$ cat src/rtl/uart_tx_fifo.sv
// uart_tx_fifo: 8N1 UART transmitter (LSB first) fed from an internal
// circular write FIFO. Queued bytes are sent back-to-back with no idle gap
// between frames. tx_pin comes straight from a flop so the line never glitches.
module uart_tx_fifo #(
    parameter int BAUD_PRESCALER = 434,
    parameter int FIFO_AW        = 4
) (
    input  logic               i_clk,
    input  logic               _rst,
    input  logic [7:0]         data,
    input  logic               write,
    output logic               tx_pin,
    output logic               full,
    output logic               empty,
    output logic [FIFO_AW:0]   count,
    output logic               busy,
    output logic               overflow
);

    localparam int DEPTH = 2 ** FIFO_AW;
    localparam int CNT_W = $clog2(BAUD_PRESCALER);
    localparam logic [CNT_W-1:0] BAUD_LAST = CNT_W'(BAUD_PRESCALER - 1);
    localparam logic [FIFO_AW:0] DEPTH_CNT = (FIFO_AW + 1)'(DEPTH);

    typedef enum logic [1:0] {
        IDLE  = 2'd0,
        START = 2'd1,
        DATA  = 2'd2,
        STOP  = 2'd3
    } state_t;

    state_t             state_q, state_d;
    logic [CNT_W-1:0]   baud_q, baud_d;
    logic [2:0]         bit_q, bit_d;
    logic [7:0]         shift_q, shift_d;
    logic               tx_q, tx_d;
    logic [FIFO_AW-1:0] wptr_q, wptr_d;
    logic [FIFO_AW-1:0] rptr_q, rptr_d;
    logic [FIFO_AW:0]   count_q, count_d;
    logic               full_q, full_d;
    logic               empty_q, empty_d;
    logic               ovf_q, ovf_d;
    logic [7:0]         mem_q [DEPTH];

    logic               push;
    logic               pop;
    logic               baud_end;

    assign baud_end = (baud_q == BAUD_LAST);

    // FIFO bookkeeping: a push is taken only when not full; pop comes from the FSM.
    always_comb begin
        push    = write && !full_q;
        wptr_d  = wptr_q;
        rptr_d  = rptr_q;
        count_d = count_q;
        ovf_d   = ovf_q | (write & full_q);
        if (push) begin
            wptr_d = wptr_q + 1'b1;
        end
        if (pop) begin
            rptr_d = rptr_q + 1'b1;
        end
        case ({push, pop})
            2'b10:   count_d = count_q + 1'b1;
            2'b01:   count_d = count_q - 1'b1;
            default: count_d = count_q;
        endcase
        full_d  = (count_d == DEPTH_CNT);
        empty_d = (count_d == '0);
    end

    // Frame sequencer: next state, pop decision and the next line level.
    // The line level is registered, so it trails the state by one cycle;
    // every segment is still exactly BAUD_PRESCALER cycles long.
    always_comb begin
        state_d = state_q;
        baud_d  = baud_end ? '0 : baud_q + 1'b1;
        bit_d   = bit_q;
        shift_d = shift_q;
        pop     = 1'b0;
        tx_d    = 1'b1;
        case (state_q)
            IDLE: begin
                baud_d = '0;
                if (!empty_q) begin
                    pop     = 1'b1;
                    shift_d = mem_q[rptr_q];
                    bit_d   = '0;
                    state_d = START;
                end
            end
            START: begin
                tx_d = 1'b0;
                if (baud_end) begin
                    state_d = DATA;
                end
            end
            DATA: begin
                tx_d = shift_q[0];
                if (baud_end) begin
                    shift_d = {1'b0, shift_q[7:1]};
                    bit_d   = bit_q + 1'b1;
                    if (bit_q == 3'd7) begin
                        state_d = STOP;
                    end
                end
            end
            STOP: begin
                tx_d = 1'b1;
                if (baud_end) begin
                    if (!empty_q) begin
                        // Chain straight into the next frame: no idle gap.
                        pop     = 1'b1;
                        shift_d = mem_q[rptr_q];
                        bit_d   = '0;
                        state_d = START;
                    end else begin
                        state_d = IDLE;
                    end
                end
            end
            default: state_d = IDLE;
        endcase
    end

    // Control and status registers; reset forces the line high at once.
    always_ff @(posedge i_clk or negedge _rst) begin
        if (!_rst) begin
            state_q <= IDLE;
            baud_q  <= '0;
            bit_q   <= '0;
            tx_q    <= 1'b1;
            wptr_q  <= '0;
            rptr_q  <= '0;
            count_q <= '0;
            full_q  <= 1'b0;
            empty_q <= 1'b1;
            ovf_q   <= 1'b0;
        end else begin
            state_q <= state_d;
            baud_q  <= baud_d;
            bit_q   <= bit_d;
            tx_q    <= tx_d;
            wptr_q  <= wptr_d;
            rptr_q  <= rptr_d;
            count_q <= count_d;
            full_q  <= full_d;
            empty_q <= empty_d;
            ovf_q   <= ovf_d;
        end
    end

    // Data storage: FIFO array and shift register hold no control state.
    always_ff @(posedge i_clk) begin
        shift_q <= shift_d;
        if (push) begin
            mem_q[wptr_q] <= data;
        end
    end

    assign tx_pin   = tx_q;
    assign full     = full_q;
    assign empty    = empty_q;
    assign count    = count_q;
    assign busy     = (state_q != IDLE);
    assign overflow = ovf_q;

endmodule
$ cat config.mk
export PLATFORM = sky130hd
export DESIGN_NAME = uart_tx_fifo
export DESIGN_NICKNAME = d
export VERILOG_FILES = /design/src/rtl/uart_tx_fifo.sv
export SDC_FILE = /design/constraint.sdc
export NUM_CORES = 1
export LEC_CHECK = 0
export BUFFER_PORTS_ARGS = -buffer_cell sky130_fd_sc_hd__buf_2
export CAP_MARGIN = 20
export CELL_PAD_IN_SITES_DETAIL_PLACEMENT = 0
export CELL_PAD_IN_SITES_GLOBAL_PLACEMENT = 1
export CORE_MARGIN = 2
export CORE_UTILIZATION = 55
export CTS_CLUSTER_DIAMETER = 50
export CTS_CLUSTER_SIZE = 30
export DETAILED_ROUTE_END_ITERATION = 16
export PLACE_DENSITY_LB_ADDON = 0.1
export SLEW_MARGIN = 10
export SYNTH_ARGS = -nofsm -noshare
export SYNTH_HDL_FRONTEND = slang
export SYNTH_SLANG_ARGS = --single-unit
$ cat constraint.sdc
create_clock -name i_clk -period 4.6 [get_ports i_clk]
set_input_delay 0.23 -clock i_clk [delete_from_list [all_inputs] [get_ports i_clk]]
set_output_delay 0.23 -clock i_clk [all_outputs]
set_load 0.02 [all_outputs]
==> impl_metrics.py, run 1 <==
metrics = {
    "outcome": {
        "status": "completed",
    },
    "cts": {
        "clkLatencyLatePin_ns": 0.42,
        "numCtsBuffers": 17,
        "clock-sinks": 167,
        "post_cts_buffers": 0,
        "hold_buffers": 1,
        "cts_tree": "done",
        "post_cts_resized": 0,
        "cts.path.max_buffers": 2,
        "cts-root-buf": "clkbuf_16",
        "path_clk_slew_ns": 0.07,
        "cts_max_level": 4,
    },
    "timing": {
        "relSlewSlack": 0.402,
        "max_freq_ghz": 0.304,
        "fin_setup_tns_ns": 0,
        "tightest_slew_ns": 0.892,
        "skew_ns": 0.0118,
        "drv_slew": 0,
        "fin_hold_ws_ns": 0.0283,
        "rsz0062_at_grt": "false",
        "final-setup-viol-count": 0,
        "post-route-min-period_ns": 3.28,
        "finalHoldViolCount": 0,
        "finalCritPeriodShare": 0.714,
    },
    "synth": {
        "synthDominantCellAreaShare": 0.577,
        "netlist_area_um2": 7080,
        "synthTopCellsByCount": "edfxtp_1 (136), dfrtp_1 (29), nor2_1 (28)",
        "synthFlopType": "edfxtp_1",
        "synth_area_leaders": "edfxtp_1 (58%), dfrtp_1 (10%), mux4_2 (7.3%)",
        "synth_most_common_cell": "edfxtp_1",
        "syn_avg_cell_area_um2": 18.2,
        "synth_warnings": 0,
        "syn-num-nets": 416,
        "synth-seq-cells": 167,
        "synth-edff-count": 136,
        "synth-seq-area-share": 0.687,
        "async_flop_share": 0.186,
        "yosys.area.top_type": "edfxtp_1",
        "syn-instance-count": 388,
        "synth.distinct_cells": 45,
    },
    "cells_and_area": {
        "antenna_cells": 0,
        "area_growth_pct": 11.8,
        "nets": 441,
        "layout-drive-gt1-share": 0.223,
        "n_fill_cell": 886,
    },
    "job": {
        "max_cap_violations": 0,
    },
    "detailed_routing": {
        "route.detailed.drc": 0,
        "routed_via_density": 5.71,
        "ant_nets": 0,
        "vias": 3413,
        "finalWirelength_mm": 12.1,
        "wire_per_inst_um": 20.2,
        "first_pass_iters": 4,
        "drt_iter0_drc": 360,
    },
    "global_route": {
        "grt_max_degree": 36,
        "antenna_found_initial": 0,
        "grt_pass1_wl_mm": 19.4,
        "grt_pass1_vias": 3468,
        "gr-usage-all-layers": 0.191,
        "gr-total-overflow": 0,
    },
    "power": {
        "power_density_nw_per_um2": 650,
        "p_leak_nw": 2.81,
        "ir_worst_vdd_v": 0.000392,
    },
    "place": {
        "dp_hpwl_mm": 8.01,
        "io_buffers": 20,
        "gp_congestion": 0.794,
    },
    "setup_path": {
        "cp_max_fo": 7,
        "endpoint_kind": "register",
        "cp-start-kind": "register",
        "crit_type": "reg2reg",
        "cp.arrival_ns": 3.62,
        "cp.required_ns": 4.94,
    },
    "floorplanning": {
        "initial_core_util": 0.563,
        "fp.dieW_um": 117,
        "core_um2": 12600,
        "io_pins": 21,
        "rows": 41,
        "design.die.area_um2": 13800,
        "die_y_um": 117,
    },
    "hold_path": {
        "hold_path_class": "in2reg",
    },
}
-- placed cells by master, fill, tap and decap left out, drive strengths merged, types with 3 or more instances in the layout --
cell,instances
edfxtp,136
mux4,40
dfrtp,29
nor2,28
buf,22
inv,19
ha,17
clkbuf,17
nand2,14
nor3,12
xnor2,9
a22o,9
a21oi,9
xor2,8
mux2,5
o21ai,5
nand4,5
clkinv,5
nor3b,4
nand3,3
nand2b,3
-- final cells by class --
class / instances / area [um^2] / share of cell area
sequential: 167 / 4860 / 0.615
clock inverter: 15 / 165 / 0.0209
inverter: 12 / 45.0 / 0.00569
clock buffer: 17 / 425 / 0.0538
timing repair buffer: 23 / 138 / 0.0174
multi-input combinational: 192 / 2060 / 0.260
tap: 172 / 215 / 0.0272
-- power breakdown --
group / switching, mW / leakage (nW) / internal, mW
Combinational: 0.758 / 0.898 / 0.737
Sequential: 0.295 / 1.62 / 1.95
Clock: 0.592 / 0.290 / 0.813
-- worst max-delay path, cell delays in order (launching register included) --
cell	delay [ns]
dfrtp_1	0.45
inv_1	0.11
ha_1	0.36
or3_1	0.42
nor2_1	0.21
xor2_1	0.10
ha_1	0.21
a21oi_2	0.16
inv_1	0.09
or4_1	0.39
a31oi_1	0.27
xor2_1	0.24
nor3b_2	0.21
-- routing by layer --
metal  part of all wire  wire length, um  track usage  vias up
li1                   -                -            -     1586
met1               0.48             5730        0.282     1748
met2               0.48             5780        0.286       77
met3              0.041              500       0.0525        2
met4             0.0038               46       0.0520        0
met5                  0                0            0        -
-- cells by family after synthesis --
group,count (synthesis),synth area share
compound gates,33,0.0329
xor+xnor,17,0.0210
fa+ha+maj,17,0.0301
buf+inv,29,0.0246
flops,167,0.687
mux,47,0.147
simple gates,78,0.0571
-- through the flow --
step / cells / worst slack (ns) / cell area (um^2) / total power, mW / utilization
2_1_floorplan: 388 / 1.66 / 7080 / 3.40 / -
3_3_place_gp: 564 / 1.45 / 7290 / 3.72 / 0.580
3_5_place_dp: 564 / 1.32 / 7290 / 3.77 / 0.580
4_1_cts: 597 / 1.32 / 7890 / 5.17 / 0.628
5_1_grt: 598 / 1.08 / 7910 / 5.42 / 0.630
6_report: 598 / 1.32 / 7910 / 5.14 / 0.630
-- worst paths after layout --
kind	startpoint	to	slack (ns)	depth (start not counted)
max	state_q[0]	full	1.32	12
min	write	overflow	0.03	2
max reg2reg	state_q[0]	full	1.32	12
min reg2reg	overflow	overflow	0.46	1
max in group asynchronous	_rst	rptr_q[1]	3.71	2
min in group asynchronous	_rst	bit_q[1]	0.39	2
-- flip-flops by register name (all words and copies together), names as in the netlist --
name / cells
bit_q: 3
shift_q: 8
state_q: 2
empty: 1
overflow: 1
tx_pin: 1
count: 5
baud_q: 9
mem_q: 128
rptr_q: 4
wptr_q: 4
full: 1
(Power assumes the default switching activity.)
==> run 2: changes to the inputs <==
--- a/config.mk
+++ b/config.mk
@@ -10,7 +10,7 @@
 export CELL_PAD_IN_SITES_DETAIL_PLACEMENT = 0
 export CELL_PAD_IN_SITES_GLOBAL_PLACEMENT = 1
 export CORE_MARGIN = 2
-export CORE_UTILIZATION = 55
+export CORE_UTILIZATION = 54
 export CTS_CLUSTER_DIAMETER = 50
 export CTS_CLUSTER_SIZE = 30
 export DETAILED_ROUTE_END_ITERATION = 16
==> constraint.sdc (replaced) <==
create_clock -name i_clk -period 3.1 [get_ports i_clk]
set_input_delay 0.155 -clock i_clk [delete_from_list [all_inputs] [get_ports i_clk]]
set_output_delay 0.155 -clock i_clk [all_outputs]
set_load 0.02 [all_outputs]
==> run 2 against run 1 <==
Compared with the run above:
- first-iteration DRC count fell by 10%
- critical endpoint is now empty
- die area up 1.8%
- setup slack worse by 1.2 ns
==> impl_metrics.py, run 2 (synthesized netlist as in run 1, its figures left out) <==
metrics = {
    "outcome": {
        "status": "completed",
    },
    "global_route": {
        "antenna_found_initial": 0,
        "grt.busiest_layer": "met2",
        "gr-usage-all-layers": 0.191,
        "grt_max_degree": 36,
        "gr-usage-met3": 0.0454,
        "grt_pass1_vias": 3619,
        "met2_usage": 0.282,
        "gr-total-overflow": 0,
        "met1_usage": 0.281,
        "grt_pass1_wl_mm": 19.8,
    },
    "detailed_routing": {
        "first_pass_iters": 7,
        "vias": 3440,
        "finalWirelength_mm": 12.2,
        "wire_per_inst_um": 19.9,
        "drt_iter0_drc": 323,
        "route.detailed.drc": 0,
        "routed_via_density": 5.64,
        "ant_nets": 0,
    },
    "timing": {
        "post-route-min-period_ns": 2.94,
        "finalHoldViolCount": 0,
        "max_freq_ghz": 0.340,
        "tightest_slew_ns": 0.804,
        "fin_hold_ws_ns": 0.108,
        "relSlewSlack": 0.462,
        "final-setup-viol-count": 0,
        "skew_ns": 0.00818,
        "drv_slew": 0,
        "finalCritPeriodShare": 0.950,
    },
    "cells_and_area": {
        "stdcell_area_um2": 8060,
        "nets": 454,
        "area_growth_pct": 14.0,
        "antenna_cells": 0,
        "layout-drive-gt1-share": 0.237,
        "final_common_cell": "edfxtp_1",
        "largest-register": "mem_q",
        "reg.largest.list": "mem_q: 128 flops, baud_q: 9 flops, shift_q: 8 flops",
        "final_cell_mix": "edfxtp_1 (136), dfrtp_1 (28), nor2_1 (27), mux4_2 (23), buf_2 (20)",
        "largest_reg_flops": 128,
    },
    "floorplanning": {
        "core_um2": 12700,
        "io_pins": 21,
        "initial_core_util": 0.556,
        "rows": 41,
        "die_y_um": 118,
        "fp.dieW_um": 118,
        "design.die.area_um2": 14000,
    },
    "cts": {
        "cts_max_level": 4,
        "path_clk_slew_ns": 0.06,
        "cts.path.max_buffers": 2,
        "numCtsBuffers": 17,
        "cts-root-buf": "clkbuf_16",
        "clkLatencyLatePin_ns": 0.43,
        "clock-sinks": 167,
        "cts_tree": "done",
    },
    "setup_path": {
        "cp-start-kind": "register",
        "crit_type": "reg2reg",
        "cp.required_ns": 3.45,
        "r2r-start": "state_q[0]",
        "cp.arrival_ns": 3.29,
        "endpoint_kind": "register",
        "slowest_stage": "or4_4",
        "cp_max_fo": 6,
        "slowest_delay_ns": 0.44,
        "cp_cell_sequence": "buf_4 -> ha_1 -> a31oi_4 -> nor2_4 -> xor2_1 -> ha_1 -> a21oi_2 -> inv_1 -> or4_4 -> a31oi_4 -> xor2_1 -> buf_4 -> nor3_1",
        "cp-startpoint": "state_q[0]",
    },
    "job": {
        "max_cap_violations": 0,
    },
    "power": {
        "p_leak_nw": 2.88,
        "power_mw": 7.89,
        "ir_worst_vdd_v": 0.000469,
        "power_density_nw_per_um2": 979,
    },
    "hold_path": {
        "min_from": "data[4]",
        "hold_path_class": "in2reg",
    },
    "place": {
        "gp_congestion": 0.796,
        "placed_cell_area_um2": 7370,
        "dp_hpwl_mm": 8.19,
        "io_buffers": 20,
    },
}
[run 2: cell count changes in the layout (fill, tap and decap cells not counted), moves of 2 or more]
cell,change
clkinv_2,-2
inv_6,-2
bufinv_16,+2
nor3_2,-4
nor3_1,+4
buf_4,+12
a31oi_4,+2
[run 2: routing by layer]
layer,share of wire,up-vias,wire length [um]
li1,-,1615,-
met1,0.49,1761,5970
met2,0.47,53,5710
met3,0.027,11,330
met4,0.012,0,148
met5,0,-,0
[run 2: critical path, delay by kind of cell (launching register included)]
kind                       cells  cell delay (ns)
AOI/OAI and AO/OA              3             0.70
and+or+nand+nor                3             0.67
DFF                            1             0.37
xor gates and xnor gates       2             0.25
buffers and inverters          3             0.38
adders and majority gates      2             0.48
[run 2: per-stage QoR]
step	setup WS, ns	TNS [ns]	std cells	utilization
6_report	0.156	0	610	0.634
4_1_cts	0.00364	0	608	0.630
2_1_floorplan	0.158	0	388	-
3_3_place_gp	0.148	0	575	0.579
3_5_place_dp	-0.0568	-0.0568	575	0.579
5_1_grt	-0.0255	-0.0255	610	0.634
[run 2: cell type report]
class	count	area [um^2]
clock buffer	18	429
clock inverter	13	194
fill	934	4660
inverter	12	45.0
multi-input combinational	192	2080
sequential	167	4860
tap	172	215
timing repair buffer	36	238
[run 2: final timing paths]
path / slack, ns / endpoint / cells after the start
max: 0.16 / empty / 13
min: 0.11 / mem_q[10][4] / 1
max reg2reg: 0.16 / empty / 13
min reg2reg: 0.46 / overflow / 1
max in group asynchronous: 2.28 / rptr_q[0] / 2
min in group asynchronous: 0.32 / baud_q[4] / 2
[run 2: where the power goes]
part	switching [mW]	total, mW	internal (mW)	leakage (nW)
registers	0.307	3.20	2.89	1.62
clock network	0.856	2.21	1.36	0.297
logic	1.28	2.48	1.20	0.963
total	2.45	7.89	5.44	2.88
[run 2: repair_timing]
item,CTS,global route
pin swaps,0,2
setup endpoints to repair,1,3
setup buffers,0,2
gates resized for setup,1,6
hold endpoints to repair,30,0
hold buffers,2,0
